<file path="src/rtl/clock_mode_ctrl.sv">
// Alarm clock mode sequencer: derives time/alarm counter enables from the
// 1 Hz tick and user buttons, and runs the alarm ring timer.
module clock_mode_ctrl #(
  parameter int unsigned RING_SECONDS = 60,
  parameter int unsigned RING_W       = 6
) (
  input  logic       clk,
  input  logic       rst,
  input  logic       tick,
  input  logic       mode_btn,
  input  logic       inc_btn,
  input  logic       alarm_on,
  input  logic       sec_at_max,
  input  logic       min_at_max,
  input  logic       time_match,
  output logic       sec_en,
  output logic       min_en,
  output logic       hour_en,
  output logic       alm_min_en,
  output logic       alm_hour_en,
  output logic [2:0] mode,
  output logic       ring,
  output logic       blink
);

  typedef enum logic [2:0] {
    RUN        = 3'd0,
    SET_TIME_H = 3'd1,
    SET_TIME_M = 3'd2,
    SET_ALM_H  = 3'd3,
    SET_ALM_M  = 3'd4
  } state_t;

  localparam logic [RING_W-1:0] RING_LAST = RING_W'(RING_SECONDS - 1);

  state_t            state;
  state_t            state_next;
  logic              match_q;
  logic [RING_W-1:0] ring_cnt;

  logic advance;
  logic inc_ok;
  logic ring_start;
  logic ring_stop;

  // While ringing, either button is swallowed as a dismiss.
  assign advance    = mode_btn & ~ring;
  assign inc_ok     = inc_btn & ~mode_btn & ~ring;
  assign ring_start = (state == RUN) & alarm_on & time_match & ~match_q;
  assign ring_stop  = ring & ((tick & (ring_cnt == RING_LAST)) |
                              mode_btn | inc_btn | ~alarm_on);
  assign mode       = state;

  always_ff @(posedge clk or posedge rst) begin
    if (rst) begin
      state   <= RUN;
      match_q <= 1'b0;
    end else begin
      state   <= state_next;
      match_q <= time_match;
    end
  end

  always_comb begin
    state_next = state;
    case (state)
      RUN:        if (advance) state_next = SET_TIME_H;
      SET_TIME_H: if (advance) state_next = SET_TIME_M;
      SET_TIME_M: if (advance) state_next = SET_ALM_H;
      SET_ALM_H:  if (advance) state_next = SET_ALM_M;
      SET_ALM_M:  if (advance) state_next = RUN;
      default:    state_next = RUN;
    endcase
  end

  always_comb begin
    sec_en      = 1'b0;
    min_en      = 1'b0;
    hour_en     = 1'b0;
    alm_min_en  = 1'b0;
    alm_hour_en = 1'b0;
    case (state)
      RUN, SET_ALM_H, SET_ALM_M: begin
        sec_en  = tick;
        min_en  = tick & sec_at_max;
        hour_en = tick & sec_at_max & min_at_max;
        if (state == SET_ALM_H) alm_hour_en = inc_ok;
        if (state == SET_ALM_M) alm_min_en  = inc_ok;
      end
      SET_TIME_H: hour_en = inc_ok;
      SET_TIME_M: min_en  = inc_ok;
      default: ;
    endcase
  end

  always_ff @(posedge clk or posedge rst) begin
    if (rst) begin
      ring     <= 1'b0;
      ring_cnt <= '0;
    end else if (ring) begin
      if (ring_stop) begin
        ring     <= 1'b0;
        ring_cnt <= '0;
      end else if (tick) begin
        ring_cnt <= ring_cnt + 1'b1;
      end
    end else if (ring_start) begin
      ring     <= 1'b1;
      ring_cnt <= '0;
    end
  end

  // Entering a set state forces the visible phase; thereafter each tick flips it.
  always_ff @(posedge clk or posedge rst) begin
    if (rst) begin
      blink <= 1'b0;
    end else if (state_next == RUN) begin
      blink <= 1'b0;
    end else if (state_next != state) begin
      blink <= 1'b1;
    end else if (tick) begin
      blink <= ~blink;
    end
  end

endmodule

</file>
<file path="config.mk">
export PLATFORM = sky130hd
export DESIGN_NAME = clock_mode_ctrl
export DESIGN_NICKNAME = d
export VERILOG_FILES = /design/src/rtl/clock_mode_ctrl.sv
export SDC_FILE = /design/constraint.sdc
export NUM_CORES = 1
export LEC_CHECK = 0
export ABC_AREA = 1
export CORE_UTILIZATION = 40
export DETAILED_ROUTE_END_ITERATION = 6
export PLACE_DENSITY = 0.65
export SETUP_SLACK_MARGIN = 0.4
export SYNTH_ARGS = -nofsm -noshare
export SYNTH_HDL_FRONTEND = slang
export SYNTH_SLANG_ARGS = --single-unit
</file>
<file path="constraint.sdc">
create_clock -name clk -period 1.3 [get_ports clk]
set_input_delay 0.195 -clock clk [delete_from_list [all_inputs] [get_ports clk]]
set_output_delay 0.195 -clock clk [all_outputs]
set_load 0.01 [all_outputs]
</file>
Yosys cells after proc, flatten, opt, wreduce, memory -nomap -nowiden

Cells that the tools add are included.

Add/sub/neg operators: 1
Multiply operators: 0
Divide/modulo/power cells: 0
Order comparisons: 0
Equal/unequal tests: 7
Shifts and indexed selects: 0
Muxes and demuxes: 23
Bitwise gates (word level): 18
Reductions and logical operators: 6

Operator list:

| kind                | count |
|---|---|
| $mux 6              | 4 |
| $mux 3              | 5 |
| $pmux 3 s5          | 1 |
| $mux 1              | 11 |
| $and 1x1->1         | 10 |
| $add 6x1->6 const B | 1 |
| $eq 3x2->1 const B  | 2 |
| $eq 6x6->1 const B  | 1 |
| $logic_not 3->1     | 2 |
| $not 1->1           | 5 |
| $pmux 1 s2          | 2 |
| $eq 3x1->1 const B  | 1 |
| $eq 3x3->1 const B  | 1 |
| $ne 3x2->1 const B  | 1 |
| $ne 3x3->1          | 1 |
| $or 1x1->1          | 3 |
| $reduce_bool 3->1   | 1 |
| $reduce_or 3->1     | 1 |
| $reduce_and 2->1    | 1 |
| $reduce_bool 2->1   | 1 |

Bits in registers: 12
Latch bits: 0
RAM bits: 0
Memory bits (read-only): 0
Input bits: 9
Word-level logic and storage cells: 60
Memories: 0

Logic depth before layout (Yosys ltp)

Gate-level depths: netlist of the first run.

Depth in word-level cells: 8
Gate-level depth with buffers: 8
Depth with buffers taken out: 8

Least setup slack after synthesis of the first run

Ideal clock, no wire load.

Path kind: register to output
Start point: reg ring
End point: out hour_en
Arrival: 1.136 ns
Setup slack: -0.031 ns
Stages on the path, launching flop included: 4
Cells stage by stage: dfrtp_1 inv_2 nand3_1 o41ai_1

Word-level cells in the longest chain between the ends: 3

RTL lines:

| element                  | RTL line | source |
|---|---|---|
| start: declaration       | 22       | `output logic ring,` |
| start signal: assignment | 98       | `ring <= 1'b0;` |
| start signal: assignment | 102      | `ring <= 1'b0;` |
| start signal: assignment | 108      | `ring <= 1'b1;` |
| $not 1->1                | 48       | `assign inc_ok = inc_btn & ~mode_btn & ~ring;` |
| $and 1x1->1              | 48       |  |
| $pmux 1 s2               | 82       | `case (state)` |
| end: declaration         | 18       | `output logic hour_en,` |

Every way passes these cells.

Final worst setup path of the first run

Start point: reg state[0] (netlist: mode[0])
End point: out hour_en

Word-level cells in the longest chain between the ends: 3
Elaborated cells on any way between the ends: 6
Those cells by class: eq/ne: 3; mux: 1; reduce/logical: 2

RTL lines:

| element                                  | RTL line | source |
|---|---|---|
| start: declaration                       | 36       | `state_t state;` |
| start signal: assignment                 | 59       | `state <= state_next;` |
| $eq 3x2->1, or another cell as far along | 82       |  |
| $reduce_or 3->1                          | 82       |  |
| $pmux 1 s2 (*)                           | 82       |  |

Every way passes the cells marked *; elsewhere a longest branch is shown, timed or not.

==> impl_results.md, run 1 <==
* Share of cells above drive strength 1 at between 60 and 70%
* Post-synth top cells: nand2_1 (21), inv_1 (17), dfrtp_1 (12), nand3_1 (12), nor2_1 (12)
* Arrival @ worst endpoint at 1.47 ns
* Final design utilization at between 90% and 100%
* Final WS setup at -0.367 ns
* Crit start category: register
* Critical Path Start: mode[0]$_DFF_PP0_
* # IOs at 19
* Critical path type: reg -> out
* CP max stage cell: dfrtp_2
* Max cap viols at 0
* Net Count, Synth at 123
* Final #Nets at 186
* Setup TNS at -2.71 ns
* WP buf/inv at 2
* EDFF count, synth at 0
* Simple-Gate Fraction of Synth Area at 37.4%
* Synth cell types at 24
* Post-CTS Hold Buffers at 0
* DIE AREA at 2210 um2
* CTS H-Tree Depth at 1
* Largest stage delay, worst path at between 0.4 and 0.5 ns
* Mapped Cells at 113
* Post-synthesis async set-or-reset flop share at 100%
* Failing checks: setup timing
* CP required at 1.11 ns
* Ant. Diodes at 0
* Overall power at 3.00 mW
* Power per cell area at 1730 nW/um2
* RR Startpoint: mode[2]$_DFF_PP0_
* DR vias at 1170
* CTS max path bufs at 2
* WL per Instance at slightly above 20 um
* Main synth FF type: dfrtp_1
* Clock skew at 0.00607 ns
* Flops & latches, synth at 12
* Min Clock Period, post-route at 1.67 ns
* Die Y at ~47 um
* Max-Slew Margin vs Limit at 68.9%
* Vias in the first global route at 913
* Worst slew pin tran at 0.465 ns
* Main combinational cell family by area after synthesis: simple AND/OR/NAND/NOR gates
* Cell family with most CP delay: flip-flops
* Yosys warnings at 0
* Area fraction of the dominant cell type after synthesis at 37.0%
* Fin area at 1730 um2
* Initial antenna violation count at 0
* CTS Root Buffer Type: clkbuf_4
* Unrepaired setup endpoints after global routing: true
* Cells along the critical path: buf_6 -> nand2_4 -> o21ai_4 -> nor2_4 -> nand3_2 -> o41ai_4 -> buf_2
* Post-route ant nets at 0
* Worst-path clk slew at ~0.08 ns
* Clk_lat worst skew at 0.29 ns
* Post-synth top area cell: dfrtp_1
* Pins over their slew limit at 0
* Fmax at about 600 MHz
* Seq/Total Area, Yosys at 37.0%
* Worst vdd ir at 1690 uV
* Final setup viols at 16
* Hold crit path type: in -> async
* Residual DRC at 0
* P&R area growth vs syn at 113%
* Post-synthesis xor/xnor area fraction at 1.08%
* Initial DRC count at 84
* Leakage power at 0.816 nW
* Core box area at 1820 um2
* Cell Rows at 15
* Final WL at 4080 um
* Final hold viol count at 0
* Die X-Extent at roughly 47 um
* CP endpoint kind: primary output
* Final period utilization at 128%
* CTS Buf Count at 3
* DR pass1 iterations at 4
* Synth Area in Compound Gates at 12.3%
* Max FO, Critical Path at 4
* GP Congestion at 0.772
* Starting Density at 44.6%
* PortBufs at 18
* Status: finished, violations left
* Tot GR Track Use at between 20 and 30%
* First-pass GRT wire length at 4360 um
* Syn Area/Cell at 7.19 um2
* Synth Cell Area at approximately 800 um2
* Mux contribution to synthesized area at 0%
* Largest net degree at the start of global routing at 13
* Final hold slack at between 0.2 and 0.25 ns
* Fill cells at 53
* Dominant cells by area after synthesis: dfrtp_1 (37%), nand2_1 (9.7%), inv_1 (7.9%)
* Hpwl dp at 1600 um
* Via density at roughly 5.9
* Adder-cell share of the synthesized area at 1.54%
* # clock sinks at 12
* Placed Area at 1250 um2
* CTS tree: yes
* Most common cell in the synthesized netlist: nand2_1
* Total gr overflow at 0
[timing repair]
| item | in CTS | in global routing |
|---|---|---|
| gates cloned | 1 | 0 |
| pin swaps | 14 | 16 |
| resized for setup | 71 | 42 |
| buffers inserted | 13 | 7 |
| endpoints found under the setup margin | 21 | 21 |
[cells in the final DEF (no fill, tap or decap), types with 5 or more instances in the layout]
cell and count:
nand2_1 14, nor2_4 8, nand3_1 5, buf_6 22, inv_1 13, nand2_2 6
dfrtp_1 8, clkdlybuf4s50_1 7, nor2_2 6, buf_4 21
[per-stage QoR]
| stage | setup slack (ns) | instances |
|---|---|---|
| floorplan | 0.135 | 113 |
| global placement | -0.601 | 175 |
| detailed placement | -0.619 | 175 |
| CTS | -0.316 | 193 |
| global route | -0.409 | 200 |
| finish | -0.367 | 200 |
[worst paths after layout]
| check | to | slack [ns] | cells past startpoint |
|---|---|---|---|
| setup / recovery | hour_en | -0.37 | 7 |
| hold / removal | match_q$_DFF_PP0_ | 0.23 | 2 |
| setup reg to reg | ring_cnt[0]$_DFFE_PP0P_ | -0.23 | 9 |
| hold reg to reg | ring_cnt[5]$_DFFE_PP0P_ | 0.62 | 2 |
| max in group asynchronous | mode[1]$_DFF_PP0_ | 0.72 | 2 |
| min in group clk | match_q$_DFF_PP0_ | 0.38 | 1 |
[registers in the layout, summed over array words and instances (netlist names)]
| register | flops |
|---|---|
| ring_cnt | 6 |
| ring | 1 |
| blink | 1 |
| mode | 3 |
| match_q | 1 |
[logic make-up (layout without fill, tap and decap cells)]
family | count (synthesis) | after routing
buf+inv | 22 | 83
xor+xnor | 1 | 1
simple gates | 62 | 63
flops | 12 | 12
compound gates | 15 | 15
fa+ha+maj | 1 | 1
[layout make-up]
type	instances	area (um2)	share of cell area [%]
Multi-Input combinational cell	80	706	40.8
Timing Repair Buffer	58	548	31.7
Inverter	21	104	6.00
Sequential cell	12	305	17.6
Tap cell	25	31.3	1.81
Clock buffer	4	36.3	2.10
[per-layer routing]
layer,routed length [um],up-vias,GRT usage (%)
li1,-,493,-
met1,1570,552,35.9
met3,342,37,7.69
met4,276,0,10.3
met5,0,-,0
met2,1890,88,48.9
[worst reg2reg max path, delay by kind of cell (launching register included)]
kind	cells	cell delay, ns
and+or+nand+nor	6	0.65
DFF	1	0.45
buffers and inverters	2	0.28
AOI/OAI and AO/OA	1	0.07
[power by group]
group	internal [mW]	switching (mW)	leakage [nW]
Sequential	0.447	0.0935	0.152
Clock	0.171	0.140	0.0210
Combinational	1.08	1.07	0.643
Note: power is estimated with default switching activity, not from simulation.
==> inputs of run 2 (changes only) <==
PLACE_DENSITY = 0.68   (was 0.65)
clock period = 1.5 ns   (was 1.3 ns; I/O delays follow)
==> run 2 against run 1 <==
The run still ends with setup timing left. Sequential cell count is the same. Critical path depth shrank 4. Register-to-register slack gained 0.25 ns. Global-route usage shrank 5.6 points. Count of clock-buffer cells in the layout is the same. Clock skew shrank 0.00088 ns. Die area is the same. Largest power group unchanged. Wire length shrank 36%. Non-clock buffer count shrank 7.
==> impl_results.md, run 2 (synthesis results as in run 1) <==
* Max FFs per register at 6 (unchanged)
* Final hold slack at 0.271 ns (+0.0419 ns)
* Total gr overflow at 0 (unchanged)
* WL per Instance at 13.6 um (-33%)
* Post-route ant nets at 0 (unchanged)
* CTS max path bufs at 2 (unchanged)
* Clk_lat worst skew at 0.28 ns (about the same)
* Fin area at 1510 um2 (-13%)
* # clock sinks at 12 (unchanged)
* Pins over their slew limit at 0 (unchanged)
* GP Congestion at 0.777 (+0.73%)
* Clock skew at 0.00520 ns (-0.000875 ns)
* Share of cells above drive strength 1 at 56.0% (-8.0 points)
* Power per cell area at 1390 nW/um2 (-20%)
* Final design utilization at 82.7% (-12 points)
* NetSw at 844 uW (-35%)
* Clk network pwr share at 12.6% (+2.2 points)
* CTS tree: yes
* P&R area growth vs syn at 85.4%
* Die Y at 47.1 um (unchanged)
* Placed Area at 1230 um2 (-1.6%)
* Final setup viols at 4 (-12)
* Starting Density at 44.6% (unchanged)
* Switch share at 40.3% (-3.1 points)
* Final WL at 2630 um (-36%)
* Comb pwr share at 64.2% (-7.4 points)
* Largest net degree at the start of global routing at 13 (unchanged)
* PortBufs at 18 (unchanged)
* CP endpoint kind: primary output
* Hold crit path type: in -> async
* DR pass1 iterations at 4 (unchanged)
* Die X-Extent at 47.1 um (unchanged)
* Most frequent cells in the layout: buf_4 (22), nand2_1 (18), inv_1 (15), buf_6 (14), dfrtp_1 (8)
* DR vias at 980 (-16%)
* Hpwl dp at 1600 um (about the same)
* CTS Buf Count at 3 (unchanged)
* Max cap viols at 0 (unchanged)
* Via density at 5.08 (-13%)
* Fill cells at 108 (+100%)
* Arrival @ worst endpoint at 1.38 ns (-0.09 ns)
* Final WS setup at -0.103 ns (+0.263 ns)
* Max FO, Critical Path at 4 (unchanged)
* Worst-path clk slew at 0.08 ns (about the same)
* CTS Root Buffer Type: clkbuf_4
* Final #Nets at 179 (-3.8%)
* Vias in the first global route at 942 (+3.2%)
* Failing checks: setup timing
* CTS H-Tree Depth at 1 (unchanged)
* Final period utilization at 107%
* Crit start category: register
* Largest Register: ring_cnt
* DIE AREA at 2210 um2 (unchanged)
* Critical path type: reg -> out
* Unrepaired setup endpoints after global routing: true
* Core box area at 1820 um2 (unchanged)
* Cell Rows at 15 (unchanged)
* Ant. Diodes at 0 (unchanged)
* Fmax at 624 MHz
* Residual DRC at 0 (unchanged)
* Worst vdd ir at 1070 uV (-37%)
* Worst slew pin tran at 0.493 ns (+0.0273 ns)
* Status: finished, violations left
* Initial antenna violation count at 0 (unchanged)
* Footprint of the multi-input gates at 604 um2 (-14%)
* Max-Slew Margin vs Limit at 67.1% (-1.8 points)
* Final hold viol count at 0 (unchanged)
* First-pass GRT wire length at 3660 um (-16%)
* Post-CTS Hold Buffers at 0 (unchanged)
* Register area at 305 um2 (unchanged)
* Most frequent standard cell in the layout excluding fill and tap cells: buf_4
* Initial DRC count at 36 (-57%)
* # IOs at 19 (unchanged)
* Min Clock Period, post-route at between 1.5 and 2 ns
* Tot GR Track Use at 23.5% (-5.6 points)
* CP required at 1.27 ns (+0.16 ns)
* Part of the power in registers at 23.2% (+5.2 points)
* Cell Int Power at 1.25 mW (-26%)
* Leakage power at 0.726 nW (-11%)
[run 2: cell count changes in the layout (fill, tap and decap cells not counted), moves of 3 or more]
| cell | delta |
|---|---|
| buf_6 | -8 |
| nand2_1 | +4 |
| buf_2 | +3 |
| nor2_1 | +3 |
| o21ai_1 | +3 |
[run 2: power by group through the flow]
stage / Clock [mW] / Combinational, mW / Sequential (mW)
finish: 0.264 / 1.35 / 0.487
detailed placement: 0 / 0.893 / 0.494
global route: 0.289 / 1.43 / 0.495
global placement: 0 / 0.880 / 0.498
CTS: 0.270 / 1.15 / 0.468
floorplan: 0 / 0.393 / 0.517
[run 2: through the flow]
stage	TNS, ns	worst slack, ns	instances	power (mW)
final	-0.269	-0.103	193	2.10
after detailed placement	-1.94	-0.441	173	1.39
after global routing	-0.568	-0.167	193	2.22
after global placement	-1.82	-0.430	173	1.38
after floorplan	0	0.305	113	0.910
after CTS	-0.198	-0.0907	189	1.89
[run 2: repair_timing]
item	in CTS	in global routing
buffers inserted	11	4
cloned	1	0
gates resized for setup	65	17
pin swaps	8	6
endpoints found under the setup margin	19	20
[run 2: worst paths after layout]
| check | startpoint | end | slack (ns) | cells past startpoint |
|---|---|---|---|---|
| min | rst | mode[2]$_DFF_PP0_ | 0.27 | 2 |
| min reg2reg | ring_cnt[1]$_DFFE_PP0P_ | ring_cnt[1]$_DFFE_PP0P_ | 0.55 | 2 |
| max in group asynchronous | rst | mode[1]$_DFF_PP0_ | 0.87 | 2 |
| max | mode[1]$_DFF_PP0_ | hour_en | -0.10 | 3 |
| max reg2reg | mode[0]$_DFF_PP0_ | blink$_DFFE_PP0P_ | 0.02 | 10 |
| min in group clk | time_match | match_q$_DFF_PP0_ | 0.41 | 1 |
[run 2: layer usage]
| metal | share of wire (%) | wire (um) | track usage [%] | vias up |
|---|---|---|---|---|
| met3 | 3.4 | 90 | 3.85 | 5 |
| li1 | - | - | - | 477 |
| met5 | 0 | 0 | 0 | - |
| met1 | 41 | 1070 | 25.4 | 471 |
| met4 | 1.3 | 35 | 10.9 | 0 |
| met2 | 54 | 1430 | 44.4 | 27 |
[run 2: cell type report]
cell class	instances	area share [%]
multi-input cells	80	40.1
repair buffers	51	29.0
flip-flops and latches	12	20.3
inverters	21	6.07
clock buffers	4	2.41
well taps	25	2.08
[run 2: critical path: stages, from the launching register on]
cell     delay, ns
dfrtp_2       0.47
buf_6         0.15
o41ai_4       0.31
buf_2         0.18
==> inputs of run 3 (changes only) <==
GPL_ROUTABILITY_DRIVEN = 0   (was default)
SLEW_MARGIN = 20   (was default)
==> results of run 3 <==
No change in the layout: final DEF, timing and power equal those of run 2.
